<file path="config.mk">
export PLATFORM = sky130hd
export DESIGN_NAME = param_seq_detector
export DESIGN_NICKNAME = d
export VERILOG_FILES = /design/src/rtl/param_seq_detector.sv
export SDC_FILE = /design/constraint.sdc
export NUM_CORES = 1
export LEC_CHECK = 0
export ABC_AREA = 1
export BUFFER_PORTS_ARGS = -buffer_cell sky130_fd_sc_hd__buf_2
export CAP_MARGIN = 15
export CORE_MARGIN = 2
export CORE_UTILIZATION = 44
export DETAILED_ROUTE_END_ITERATION = 8
export PLACE_DENSITY = 0.8
export RECOVER_POWER = 100
export SETUP_SLACK_MARGIN = 0.3
export SLEW_MARGIN = 20
export SYNTH_ARGS = -nofsm -noshare
export SYNTH_HDL_FRONTEND = slang
export SYNTH_SLANG_ARGS = --single-unit
</file>
<file path="constraint.sdc">
create_clock -name i_Clk -period 1.4 [get_ports i_Clk]
set_clock_uncertainty 0.1 [all_clocks]
set_input_delay 0.14 -clock i_Clk [delete_from_list [all_inputs] [get_ports i_Clk]]
set_output_delay 0.14 -clock i_Clk [all_outputs]
set_load 0.05 [all_outputs]
</file>
<file path="src/rtl/param_seq_detector.sv">
// param_seq_detector: Mealy serial pattern detector, LEN-bit pattern that can
// be reloaded at runtime, valid qualifier, overlap mode and a registered match.
// Ports: i_Clk, Reset (sync, active high), Sequence/i_Valid serial input,
//        i_Overlap, i_Load/i_Pattern reload, X (Mealy match),
//        o_Match_Reg (X delayed by one cycle), o_Pattern (active pattern).
// Optional SEQ_DET_MATCH_COUNT_EN: adds i_Count_Clr and o_Match_Count,
//        a saturating match counter.
module param_seq_detector #(
   parameter int             LEN             = 5,
   parameter logic [LEN-1:0] DEFAULT_PATTERN = LEN'(5'b01110),
   parameter int             CNT_W           = 8
) (
   input  logic             i_Clk,
   input  logic             Reset,
   input  logic             Sequence,
   input  logic             i_Valid,
   input  logic             i_Overlap,
   input  logic             i_Load,
   input  logic [LEN-1:0]   i_Pattern,
   output logic             X,
   output logic             o_Match_Reg,
`ifdef SEQ_DET_MATCH_COUNT_EN
   output logic [LEN-1:0]   o_Pattern,
   input  logic             i_Count_Clr,
   output logic [CNT_W-1:0] o_Match_Count
`else
   output logic [LEN-1:0]   o_Pattern
`endif
);

   localparam int FW = $clog2(LEN);
   localparam logic [FW-1:0] FULL = FW'(LEN - 1);

   if (LEN < 2 || LEN > 16 || CNT_W < 1) begin : g_bad_param
      $error("param_seq_detector: LEN must be 2..16 and CNT_W >= 1");
   end

   logic [LEN-1:0] pat_q, pat_d;
   logic [LEN-2:0] hist_q, hist_d;
   logic [FW-1:0]  fill_q, fill_d;
   logic           mreg_q, mreg_d;
   logic [LEN-1:0] win;

   // Window of the last LEN bits including the one arriving now
   assign win = {hist_q, Sequence};

   assign X = i_Valid & ~i_Load & ~Reset
            & (fill_q == FULL) & (win == pat_q);

   always_comb begin
      pat_d  = pat_q;
      hist_d = hist_q;
      fill_d = fill_q;
      mreg_d = X;
      if (Reset) begin
         pat_d  = DEFAULT_PATTERN;
         hist_d = '0;
         fill_d = '0;
         mreg_d = 1'b0;
      end else if (i_Load) begin
         pat_d  = i_Pattern;
         hist_d = '0;
         fill_d = '0;
      end else if (i_Valid) begin
         hist_d = win[LEN-2:0];
         if (X && !i_Overlap) begin
            fill_d = '0;
         end else if (fill_q != FULL) begin
            fill_d = fill_q + FW'(1);
         end
      end
   end

   always_ff @(posedge i_Clk) begin
      pat_q  <= pat_d;
      hist_q <= hist_d;
      fill_q <= fill_d;
      mreg_q <= mreg_d;
   end

   assign o_Match_Reg = mreg_q;
   assign o_Pattern   = pat_q;

`ifdef SEQ_DET_MATCH_COUNT_EN
   logic [CNT_W-1:0] cnt_q, cnt_d;

   // Clear beats increment; saturate rather than wrap
   always_comb begin
      cnt_d = cnt_q;
      if (Reset || i_Load || i_Count_Clr) begin
         cnt_d = '0;
      end else if (X && (cnt_q != '1)) begin
         cnt_d = cnt_q + CNT_W'(1);
      end
   end

   always_ff @(posedge i_Clk) begin
      cnt_q <= cnt_d;
   end

   assign o_Match_Count = cnt_q;
`endif

endmodule

</file>
After elaboration in Yosys (flattened, before gate mapping) --
Index checks and enable logic that the tools add are counted. Widths: inputs -> output; s select.
Storage, ports and cells: register bits after elaboration 13, bits of input ports 11
Operators by class: add/sub/neg operators 1, equality and inequality tests 3, mux-type cells 2, bitwise gates (word level) 6, reductions and logical operators 5
Operator list (count):
- $mux 3 | 2
- $eq 5x5->1 | 1
- $and 1x1->1 | 4
- $add 3x1->3 const B | 1
- $eq 3x3->1 const B | 1
- $ne 3x3->1 const B | 1
- $not 1->1 | 2
- $reduce_and 2->1 | 1
- $reduce_bool 2->1 | 1
- $reduce_or 2->1 | 1
- $logic_and 1x1->1 | 1
- $logic_not 1->1 | 1

Depth between registers and ports, before layout --
Gate-level depths: netlist (run 1).
depth after elaboration 8, gate-level depth with buffers 11, gate-level depth less buffers 11

Least setup slack after synthesis (run 1) --
OpenSTA, ideal clock, no wires.
path kind register to output, start reg pat_q[1], in the netlist o_Pattern[1], end out X, arrival 2.472 ns, setup slack -1.312 ns, cell stages (with the launch flop) 5, buffers on the path 0, path through dfxtp_1 inv_1 nand2_1 nand3_4 nor4_1
On the way: word-level cells in the longest chain between the ends 2
Ends and longest elaborated chain:
- from (decl) | RTL line 38 | logic [LEN-1:0] pat_q, pat_d;
- from (signal assigned) | RTL line 75 | pat_q <= pat_d;
- $eq 5x5->1 | RTL line 48 | & (fill_q == FULL) & (win == pat_q);
- $and 1x1->1 | RTL line 48
- to (decl) | RTL line 20 | output logic X,
No other way between the ends.

Worst setup path in the final report (run 1) --
start reg fill_q[0], end out X
On the way: word-level cells in the longest chain between the ends 3
Ends and longest elaborated chain:
- from (decl) | RTL line 40 | logic [FW-1:0] fill_q, fill_d;
- from (signal assigned) | RTL line 77 | fill_q <= fill_d;
- $eq 3x3->1 | RTL line 48
- $and 1x1->1 (2 in a row) | RTL line 48
No other way between the ends.

==> results.rst, run 1 <==
.. list-table::
   :header-rows: 1

   * - Metric
     - Value
   * - Number of DRC violations after detailed-routing iteration 0
     - 9
   * - Setup Viol. Count Final
     - 4
   * - Maximum level of the CTS H-tree
     - 1
   * - Sw Pwr
     - ~0.25 mW
   * - Path category of the worst min-delay check
     - input pin to register
   * - Count of nets after finishing
     - about 140
   * - Drc violations
     - 0
   * - Synth unique cells
     - 17
   * - Share of synthesized flip-flops with an asynchronous set or reset
     - 0
   * - Critical-path cell list
     - inv_2, ha_4, nand2_4, a21oi_2, nand2_2, nor4_4, buf_6
   * - Switching share of power
     - 0.3070
   * - Number of sinks driven by the clock tree
     - 13
   * - Number of gates on the worst path with buffers counted
     - 7
   * - Area added between synthesis and finish
     - 42.33%
   * - Critical path startpoint
     - fill_q[0]
   * - Fraction of the yosys area taken by sequential cells
     - 0.3845
   * - Worst Path Buf+Inv
     - 2
   * - Int Pwr
     - between 0.5 and 0.6 mW
   * - Data required, critical path
     - about 1200 ps
   * - Number of buffers between clock root and the deepest sink
     - 2
   * - R2r endpoint
     - fill_q[1]
   * - Effective utilization at floorplan
     - 0.4600
   * - Setup repair after global routing missed its margin
     - true
   * - Final critical path time including I/O delays and setup
     - 1637 ps
   * - Leading area contributor after synthesis
     - sky130_fd_sc_hd__dfxtp_1
   * - Gate Count Post-Synth
     - 92
   * - Worst rel slew slack
     - 0.8036
   * - Post-Route WL
     - 1499 um
   * - Combinational Power Share
     - 0.229
   * - Via density
     - slightly below 5
   * - Worst Slack Setup Final
     - -237.0 ps
   * - Area of the die
     - ~1900 um^2
   * - Detailed-placement wirelength estimate
     - 1094 um
   * - Worst reg2reg setup slack
     - -180 ps
   * - Crit path largest cell delay
     - 330 ps
   * - First-pass GRT wire length
     - roughly 2400 um
   * - Vias
     - just under 700
   * - Y dimension of the die
     - 43.22 um
   * - Core outline area
     - roughly 1500 um^2
   * - Std-Cell Rows
     - 14
   * - Total of buffers placed on input and output ports
     - 17
   * - End point of the critical path
     - X
   * - TritonCTS clock tree
     - built
   * - All-Layer GR Usage
     - 0.1800
   * - Number of max-capacitance violations reported
     - 0
   * - Depth of the worst register-to-register path
     - 12
   * - Critical Path Source Type
     - register
   * - Via count of the first global-routing pass
     - 620
   * - LEAKAGE
     - roughly 0.47 nW
   * - Final-layout fill cell count
     - roughly 140
   * - Top post-synthesis cells by area
     - sky130_fd_sc_hd__dfxtp_1 (38%), sky130_fd_sc_hd__nand2_1 (13%), sky130_fd_sc_hd__inv_1 (9.4%)
   * - Cell Area, Synth
     - 676.9 um^2
   * - Power share of the clock group
     - 0.279
   * - Most frequent cell after synthesis
     - sky130_fd_sc_hd__nand2_1
   * - Count of synthesis-stage warnings from yosys
     - 0
   * - Maximum number of pins on one net before global-route repair
     - 12
   * - Worst reg2reg path startpoint
     - fill_q[0]
   * - Sum of internal, switching and leakage power
     - about 0.82 mW
   * - Critical path peak fanout
     - 3
   * - Initial antenna violation count
     - 0
   * - Synthesis-stage register bit count
     - 13
   * - Final core utilization
     - 0.6548
   * - Period utilisation layout
     - 1.169
   * - Horizontal extent of the die
     - ~43 um
   * - Violations in the final reports
     - setup timing
   * - Critical path type
     - register to output port
   * - Family with the most delay on the worst path
     - flip-flops
   * - Routability cong.
     - 0.7591
   * - Summed area of non-filler cells in the final layout
     - slightly below 1000 um^2
   * - Slew at the pin with the worst max-slew slack
     - about 300 ps
   * - Final slew viol count
     - 0
   * - Final Hold Viols
     - 0
   * - Clock Tree Root
     - sky130_fd_sc_hd__clkbuf_4
   * - Area of the multi-input gates
     - around 400 um^2
   * - Pwr Density
     - around 850 nW/um^2
   * - Clock Latency Late Sink
     - approximately 280 ps
   * - Number of ports placed on the die boundary
     - 18
   * - Top cells by count, synth
     - sky130_fd_sc_hd__nand2_1 (23), sky130_fd_sc_hd__inv_1 (17), sky130_fd_sc_hd__dfxtp_1 (13)
   * - 1st-pass router iterations
     - 4
   * - Worst endpoint data arrival time
     - ~1400 ps
   * - Final worst hold slack
     - 31.12 ps
   * - Routed len/inst
     - ~11 um
   * - Status
     - complete, but fails checks
   * - Endpoint class of the critical path
     - output port
   * - Synthesized area per cell
     - 7.358 um^2
   * - Number of enable flip-flop cells after synthesis
     - 0
   * - Diodes inserted
     - 0
   * - Main flop type after synthesis
     - sky130_fd_sc_hd__dfxtp_1
   * - Register cell area after layout
     - roughly 280 um^2
   * - Upper clock frequency limit
     - 610.9 MHz
   * - Post-Place Worst Slack
     - -79.75 ps
   * - Worst-case vdd ir drop
     - approximately 0.75 mV
   * - Area fraction of the dominant cell type after synthesis
     - 0.3845
   * - Critical Path Slowest Stage Cell
     - sky130_fd_sc_hd__dfxtp_2
   * - Leftover overflow at the end of global routing
     - 0
   * - TritonCTS buffer count
     - 3
   * - Post-place instance area
     - between 800 and 900 um^2
   * - Fraction of layout instances using a drive strength above 1
     - 0.3934
   * - Post-CTS clock slew at the launch and capture registers of the worst setup and hold paths
     - 70 ps
   * - Number of nets with antenna violations after routing
     - 0
   * - Post-synthesis net count
     - 105
   * - Sequential share of power
     - 0.492
==> area by class of cell <==
type / instances / area share
sequential: 13 / 0.2883
inverter: 17 / 0.06623
tap: 16 / 0.02078
multi-input combinational: 61 / 0.4143
timing repair buffer: 27 / 0.1831
clock buffer: 4 / 0.02727
==> state kept, by name, summed over array words and instances, names as in the netlist <==
name	cells
o_Pattern	5
hist_q	4
fill_q	3
o_Match_Reg	1
==> through the flow <==
step           std cells  TNS (ps)
6_report             138    -748.2
5_1_grt              138     -1141
4_1_cts              137    -834.7
3_5_place_dp         128    -277.0
3_3_place_gp         128    -96.81
2_1_floorplan         92    -144.3
==> worst min path at each step <==
stage	startpoint	endpoint	depth (start not counted)
floorplan	Reset	o_Pattern[1]	2
global placement	i_Pattern[3]	o_Pattern[3]	3
detailed placement	i_Pattern[1]	o_Pattern[1]	3
CTS	Reset	o_Pattern[1]	3
global route	Reset	o_Pattern[2]	3
finish	Reset	o_Pattern[1]	3
==> what timing repair did <==
item	CTS	global route
buffers inserted	1	1
hold buffers	4	0
endpoints found under the setup margin	10	7
cloned	0	0
pin swaps	1	1
gates resized for setup	8	2
endpoints found under the hold margin	4	0
==> power groups by stage <==
stage / registers [mW] / clock network (mW) / logic, mW
2_1_floorplan: 0.443 / 0 / 0.0863
3_3_place_gp: 0.408 / 0 / 0.169
3_5_place_dp: 0.409 / 0 / 0.174
4_1_cts: 0.401 / 0.234 / 0.191
5_1_grt: 0.404 / 0.261 / 0.204
6_report: 0.402 / 0.228 / 0.187
==> layer usage <==
metal	wire, um	up-vias	share of wire	global-route usage
met5	0	-	0	0
met4	38	0	0.025	0.1091
met3	66	6	0.044	0.03830
met2	800	19	0.53	0.3403
met1	594	300	0.40	0.1714
li1	-	350	-	-
==> tightest hold or removal path, cell delays in order <==
cell                      delay, ps
sky130_fd_sc_hd__buf_2          130
sky130_fd_sc_hd__a21oi_1         50
sky130_fd_sc_hd__o21ai_0         60
==> cell usage in the layout, fill, tap and decap left out, drive strengths merged <==
cell type	netlist	layout
nor2	7	7
nor4	2	2
nand2	24	24
nand3	7	7
dlygate4sd3	0	4
xor2	2	2
inv	17	17
dfxtp	13	13
buf	1	17
a21oi	9	9
clkbuf	0	10
o21a	1	1
o21ai	7	7
ha	2	2
==> kinds of logic (layout without fill, tap and decap cells) <==
| logic type | Yosys count | after routing | synth area share |
|---|---|---|---|
| compound gates | 17 | 17 | 0.1349 |
| xor+xnor | 2 | 2 | 0.02588 |
| fa+ha+maj | 2 | 2 | 0.03696 |
| buf+inv | 18 | 48 | 0.1017 |
| flops | 13 | 13 | 0.3845 |
| simple gates | 40 | 40 | 0.3161 |
(Power assumes the default switching activity.)
==> run 2: changes to the inputs <==
- CORE_UTILIZATION: 44 -> 49
- PLACE_DENSITY: 0.8 -> 0.84
- clock period: 1.4 -> 1.8 ns (I/O delays scaled with it)
==> results.rst, run 2 (same netlist as run 1, synthesis figures left out) <==
.. list-table::
   :header-rows: 1

   * - Metric
     - Value
   * - Status
     - finished clean
   * - Area of the multi-input gates
     - 406.6 um^2 (+1.9%)
   * - Summed area of non-filler cells in the final layout
     - 904.6 um^2 (-6.1%)
   * - Detailed-placement wirelength estimate
     - 1064 um (-2.7%)
   * - 1st-pass router iterations
     - 4 (unchanged)
   * - All-Layer GR Usage
     - 0.2009 (+0.02090)
   * - Area of the die
     - 1695 um^2 (-9.3%)
   * - Post-place instance area
     - 835.8 um^2 (-4.4%)
   * - TritonCTS clock tree
     - built
   * - Count of nets after finishing
     - 131 (-3.7%)
   * - Number of max-capacitance violations reported
     - 0 (unchanged)
   * - Leftover overflow at the end of global routing
     - 0 (unchanged)
   * - Worst-case vdd ir drop
     - 0.5396 mV (-28%)
   * - Y dimension of the die
     - 41.17 um (-4.8%)
   * - Worst Slack Setup Final
     - 87.28 ps (+324.3 ps)
   * - Post-Place Worst Slack
     - 294.2 ps (+373.9 ps)
   * - Endpoint class of the critical path
     - output port
   * - LEAKAGE
     - 0.4378 nW (-6.8%)
   * - Horizontal extent of the die
     - 41.17 um (-4.8%)
   * - Data required, critical path
     - 1520 ps (+360 ps)
   * - Fraction of layout instances using a drive strength above 1
     - 0.3419 (-0.05156)
   * - Post-Route WL
     - 1436 um (-4.2%)
   * - Via count of the first global-routing pass
     - 542 (-13%)
   * - Number of buffers between clock root and the deepest sink
     - 2 (unchanged)
   * - Crit path largest cell delay
     - 340 ps (about the same)
   * - Via density
     - 4.826 (-1.3%)
   * - Routability cong.
     - 0.7391 (-2.6%)
   * - Slew at the pin with the worst max-slew slack
     - 613.8 ps (+318.0 ps)
   * - Total of buffers placed on input and output ports
     - 17 (unchanged)
   * - Final-layout fill cell count
     - 122 (-11%)
   * - Worst Path Buf+Inv
     - 2 (unchanged)
   * - Setup repair after global routing missed its margin
     - true
   * - TritonCTS buffer count
     - 3 (unchanged)
   * - Diodes inserted
     - 0 (unchanged)
   * - Initial antenna violation count
     - 0 (unchanged)
   * - Clock Latency Late Sink
     - 280 ps (about the same)
   * - Vias
     - 637 (-5.6%)
   * - Family with the most delay on the worst path
     - flip-flops
   * - Count of placed standard cells including taps
     - 123 (-3.9%)
   * - Number of nets with antenna violations after routing
     - 0 (unchanged)
   * - Number of sinks driven by the clock tree
     - 13 (unchanged)
   * - Final worst hold slack
     - 10.05 ps (-21.07 ps)
   * - Critical Path Source Type
     - register
   * - Most common cell after layout, fill and taps aside
     - sky130_fd_sc_hd__nand2_1
   * - Final Hold Viols
     - 0 (unchanged)
   * - Register cell area after layout
     - 262.8 um^2 (-5.4%)
   * - Final slew viol count
     - 0 (unchanged)
   * - Post-CTS clock slew at the launch and capture registers of the worst setup and hold paths
     - 90 ps (+20 ps)
   * - Upper clock frequency limit
     - about 600 MHz
   * - Path category of the worst min-delay check
     - input pin to register
   * - Critical path peak fanout
     - 2 (-1)
   * - Routed len/inst
     - 10.88 um (+0.15%)
   * - Core outline area
     - 1301 um^2 (-12%)
   * - Final Non-Filler Cells
     - 132 (-4.3%)
   * - Number of flip-flops in the largest register
     - 5 (unchanged)
   * - Clock Tree Root
     - sky130_fd_sc_hd__clkbuf_4
   * - First-pass GRT wire length
     - 2104 um (-14%)
   * - Maximum number of pins on one net before global-route repair
     - 14 (+2)
   * - Sum of internal, switching and leakage power
     - 0.6374 mW (-22%)
   * - Setup Viol. Count Final
     - 0 (-4)
   * - Worst rel slew slack
     - 0.5925 (-0.2111)
   * - Critical path type
     - register to output port
   * - Number of DRC violations after detailed-routing iteration 0
     - 4 (-5)
   * - Pwr Density
     - 704.6 nW/um^2 (-17%)
   * - Std-Cell Rows
     - 13 (-1)
   * - Worst endpoint data arrival time
     - 1430 ps (+30 ps)
   * - Critical Path Slowest Stage Cell
     - sky130_fd_sc_hd__dfxtp_2
   * - Maximum level of the CTS H-tree
     - 1 (unchanged)
   * - Period utilisation layout
     - 0.9515
   * - Final critical path time including I/O delays and setup
     - 1713 ps
   * - Critical-path cell list
     - inv_2, ha_4, nand2_4, a21oi_2, nand2_2, nor4_4, buf_6
   * - Effective utilization at floorplan
     - 0.5202 (+0.06016)
   * - Highest-count cells in the layout ignoring fill and taps
     - sky130_fd_sc_hd__nand2_1 (20), sky130_fd_sc_hd__inv_1 (15), sky130_fd_sc_hd__dfxtp_1 (11), sky130_fd_sc_hd__buf_2 (10)
   * - Number of ports placed on the die boundary
     - 18 (unchanged)
   * - Area added between synthesis and finish
     - 33.64%
   * - Drc violations
     - 0 (unchanged)
-- run 2: changes by cell type in the layout (fill, tap and decap cells not counted), moves of 2 or more --
cell / change
sky130_fd_sc_hd__clkbuf_2: -6
sky130_fd_sc_hd__clkbuf_1: +5
sky130_fd_sc_hd__dfxtp_1: +4
sky130_fd_sc_hd__dfxtp_4: -4
sky130_fd_sc_hd__dlygate4sd3_1: -4
sky130_fd_sc_hd__nand3_1: -3
sky130_fd_sc_hd__nand3_2: +3
sky130_fd_sc_hd__buf_4: -2
-- run 2: worst min-delay path, cell delays in order --
cell and delay (ps):
sky130_fd_sc_hd__buf_2 70, sky130_fd_sc_hd__a21oi_1 50, sky130_fd_sc_hd__o21ai_0 60
-- run 2: per-stage QoR --
step,utilization,TNS (ps)
2_1_floorplan,-,0
3_3_place_gp,0.6423,0
3_5_place_dp,0.6423,0
4_1_cts,0.7096,0
5_1_grt,0.6952,-3.060
6_report,0.6952,0
-- run 2: final timing paths --
check	start	endpoint	slack, ps	depth (start not counted)
worst max-delay path	fill_q[0]	X	90	7
worst min-delay path	i_Pattern[2]	o_Pattern[2]	10	3
worst max register to register	fill_q[0]	fill_q[0]	190	12
worst min register to register	hist_q[3]	hist_q[3]	380	2
-- run 2: layout make-up --
cell class / instances / area share
clock buffer: 3 / 0.02490
clock inverter: 1 / 0.005533
inverter: 17 / 0.07054
multi-input combinational: 61 / 0.4495
sequential: 13 / 0.2905
tap: 15 / 0.02075
timing repair buffer: 22 / 0.1383
-- run 2: timing repair --
action	4_1_cts	5_1_grt
endpoints found under the setup margin	4	4
endpoints found under the hold margin	0	0
gates resized for setup	7	0
buffers inserted	4	1
pin swaps	4	5
hold buffers	0	0
-- run 2: where the power goes --
part | leakage, nW | switching, mW | total, mW | internal, mW
sequential | 0.108 | 0.0113 | 0.313 | 0.302
clock | 0.0177 | 0.106 | 0.188 | 0.0825
combinational | 0.312 | 0.0913 | 0.136 | 0.0446
-- run 2: layer usage --
| layer | GRT usage | vias to the layer above | part of all wire |
|---|---|---|---|
| li1 | - | 342 | - |
| met3 | 0.04891 | 2 | 0.036 |
| met1 | 0.2178 | 276 | 0.42 |
| met5 | 0 | - | 0 |
| met4 | 0.09677 | 0 | 0.011 |
| met2 | 0.3594 | 17 | 0.53 |
==> run 3: changes to the inputs <==
- ABC_AREA: 1 -> default
- CORE_UTILIZATION: 49 -> 48
- PLACE_DENSITY: 0.84 -> 0.74
==> results.rst, run 3 <==
.. list-table::
   :header-rows: 1

   * - Metric
     - Value
   * - Via count of the first global-routing pass
     - 438 (-19%)
   * - Number of max-capacitance violations reported
     - 0 (unchanged)
   * - Synthesized area per cell
     - 10.33 um^2 (+40%)
   * - Area added between synthesis and finish
     - 26.54%
   * - Register cell area after layout
     - 265.3 um^2 (+0.95%)
   * - Worst-case vdd ir drop
     - 0.5531 mV (+2.5%)
   * - Top cells by count, synth
     - sky130_fd_sc_hd__dfxtp_1 (13), sky130_fd_sc_hd__nor2_1 (9), sky130_fd_sc_hd__mux2i_1 (6)
   * - Maximum number of pins on one net before global-route repair
     - 12 (-2)
   * - Total of buffers placed on input and output ports
     - 17 (unchanged)
   * - Path category of the worst min-delay check
     - input pin to register
   * - Fraction of the yosys area taken by sequential cells
     - 0.4000 (+0.01553)
   * - Clock Latency Late Sink
     - 280 ps (about the same)
   * - Cell Area, Synth
     - 650.6 um^2 (-3.9%)
   * - Setup Viol. Count Final
     - 0 (unchanged)
   * - Initial antenna violation count
     - 0 (unchanged)
   * - Period utilisation layout
     - 0.9184 (-0.03307)
   * - Critical Path Source Type
     - register
   * - Post-Route WL
     - 1220 um (-15%)
   * - Pwr Density
     - 707.0 nW/um^2 (+0.34%)
   * - Post-synthesis net count
     - 76 (-28%)
   * - Diodes inserted
     - 0 (unchanged)
   * - Final slew viol count
     - 0 (unchanged)
   * - Maximum level of the CTS H-tree
     - 1 (unchanged)
   * - Count of synthesis-stage warnings from yosys
     - 0 (unchanged)
   * - Number of flip-flops in the largest register
     - 5 (unchanged)
   * - Status
     - finished clean
   * - 1st-pass router iterations
     - 2 (-2)
   * - Final-layout fill cell count
     - 117 (-4.1%)
   * - Highest-count cells in the layout ignoring fill and taps
     - sky130_fd_sc_hd__dfxtp_1 (11), sky130_fd_sc_hd__buf_2 (9), sky130_fd_sc_hd__clkbuf_1 (9), sky130_fd_sc_hd__nor2_1 (8)
   * - All-Layer GR Usage
     - 0.1712 (-0.02973)
   * - Effective utilization at floorplan
     - 0.5063 (-0.01386)
   * - Leading area contributor after synthesis
     - sky130_fd_sc_hd__dfxtp_1
   * - Area of the die
     - 1666 um^2 (-1.7%)
   * - Area of the multi-input gates
     - 370.4 um^2 (-8.9%)
   * - Most frequent cell after synthesis
     - sky130_fd_sc_hd__dfxtp_1
   * - Top post-synthesis cells by area
     - sky130_fd_sc_hd__dfxtp_1 (40%), sky130_fd_sc_hd__mux2i_1 (9.2%), sky130_fd_sc_hd__xnor2_1 (6.7%)
   * - Routability cong.
     - 0.7116 (-3.7%)
   * - Area fraction of the dominant cell type after synthesis
     - 0.4000 (+0.01553)
   * - LEAKAGE
     - 0.3390 nW (-23%)
   * - Vias
     - 513 (-19%)
   * - Final critical path time including I/O delays and setup
     - 1653 ps (-59.53 ps)
   * - Number of ports placed on the die boundary
     - 18 (unchanged)
   * - First-pass GRT wire length
     - 1821 um (-13%)
   * - Core outline area
     - 1285 um^2 (-1.3%)
   * - Endpoint class of the critical path
     - output port
   * - Std-Cell Rows
     - 13 (unchanged)
   * - Slew at the pin with the worst max-slew slack
     - 598.4 ps (-15.44 ps)
   * - Clock Tree Root
     - sky130_fd_sc_hd__clkbuf_4
   * - Main flop type after synthesis
     - sky130_fd_sc_hd__dfxtp_1
   * - Drc violations
     - 0 (unchanged)
   * - Synthesis-stage register bit count
     - 13 (unchanged)
   * - Summed area of non-filler cells in the final layout
     - 823.3 um^2 (-9.0%)
   * - Worst endpoint data arrival time
     - 1370 ps (-60 ps)
   * - Number of sinks driven by the clock tree
     - 13 (unchanged)
   * - Sum of internal, switching and leakage power
     - 0.5821 mW (-8.7%)
   * - Final Hold Viols
     - 0 (unchanged)
   * - Most common cell after layout, fill and taps aside
     - sky130_fd_sc_hd__dfxtp_1
   * - Via density
     - 4.933 (+2.2%)
   * - Data required, critical path
     - 1520 ps (about the same)
   * - Critical path peak fanout
     - 2 (unchanged)
   * - Upper clock frequency limit
     - 604.9 MHz (+3.6%)
   * - Routed len/inst
     - 11.73 um (+7.8%)
   * - Gate Count Post-Synth
     - 63 (-32%)
   * - Share of synthesized flip-flops with an asynchronous set or reset
     - 0 (unchanged)
   * - Post-place instance area
     - 760.7 um^2 (-9.0%)
   * - Post-CTS clock slew at the launch and capture registers of the worst setup and hold paths
     - 80 ps (about the same)
   * - Y dimension of the die
     - 40.82 um (-0.85%)
   * - TritonCTS buffer count
     - 3 (unchanged)
   * - Leftover overflow at the end of global routing
     - 0 (unchanged)
   * - Count of nets after finishing
     - 103 (-21%)
   * - Worst rel slew slack
     - 0.6028 (+0.01025)
   * - Number of enable flip-flop cells after synthesis
     - 0 (unchanged)
   * - Fraction of layout instances using a drive strength above 1
     - 0.3820 (+0.04014)
   * - Setup TNS
     - 0 ps (unchanged)
   * - Number of DRC violations after detailed-routing iteration 0
     - 3 (-1)
   * - Count of placed standard cells including taps
     - 93 (-24%)
   * - Critical path type
     - register to output port
   * - TritonCTS clock tree
     - built
   * - Final Non-Filler Cells
     - 104 (-21%)
   * - Horizontal extent of the die
     - 40.82 um (-0.85%)
   * - Synth unique cells
     - 23 (+6)
   * - Setup repair after global routing missed its margin
     - true
   * - Number of buffers between clock root and the deepest sink
     - 2 (unchanged)
   * - Number of nets with antenna violations after routing
     - 0 (unchanged)
==> run 3: repair_timing <==
action	in CTS	in global routing
setup buffers	6	0
pin swaps	3	0
setup endpoints to repair	4	4
endpoints found under the hold margin	0	1
cloned	0	0
resized for setup	9	0
hold buffers	0	1
==> run 3: routing by layer <==
metal  global-route usage  share of wire  vias up
li1                     -              -      275
met1               0.1908           0.44      224
met2               0.2852           0.50       12
met3              0.08152          0.052        2
met4              0.05000          0.011        0
met5                    0              0        -
==> run 3: area by class of cell <==
cell class | instances | share of cell area
tap | 15 | 0.02280
sequential | 13 | 0.3222
timing repair buffer | 25 | 0.1626
clock buffer | 3 | 0.02736
inverter | 2 | 0.009119
clock inverter | 1 | 0.006079
multi-input combinational | 45 | 0.4498
==> run 3: worst max-delay path: stages (launching register included) <==
cell and delay [ps]:
sky130_fd_sc_hd__dfxtp_2 330, sky130_fd_sc_hd__inv_2 70, sky130_fd_sc_hd__ha_4 130, sky130_fd_sc_hd__and2_4 150, sky130_fd_sc_hd__nand4b_4 120, sky130_fd_sc_hd__nor2_4 100
sky130_fd_sc_hd__buf_4 200
==> run 3: where the power goes <==
part | switching [mW] | internal (mW)
combinational | 0.0578 | 0.0400
clock | 0.0966 | 0.0824
sequential | 0.00847 | 0.297
==> run 3: cells by family after synthesis <==
kind of cell	Yosys count	synth area share
mux	6	0.09231
xor+xnor	5	0.06730
buf+inv	5	0.05384
fa+ha+maj	2	0.03846
compound gates	10	0.1481
simple gates	22	0.2000
flops	13	0.4000
==> run 3: worst paths after layout <==
kind	from	to	slack [ps]	cells past startpoint
worst min register to register	fill_q[2]	fill_q[2]	420	1
worst max-delay path	fill_q[1]	X	150	6
worst max register to register	fill_q[1]	fill_q[0]	180	7
worst min-delay path	i_Pattern[2]	o_Pattern[2]	9	2
==> run 3: per-stage QoR <==
| step | hold WS, ps | setup WS [ps] | utilization |
|---|---|---|---|
| 6_report | 8.863 | 146.8 | 0.6407 |
| 5_1_grt | 14.19 | 45.39 | 0.6407 |
| 4_1_cts | 3.080 | 169.5 | 0.6680 |
| 3_5_place_dp | 293.3 | 160.2 | 0.5920 |
| 3_3_place_gp | 289.5 | 211.4 | 0.5920 |
| 2_1_floorplan | 142.7 | 315.1 | - |
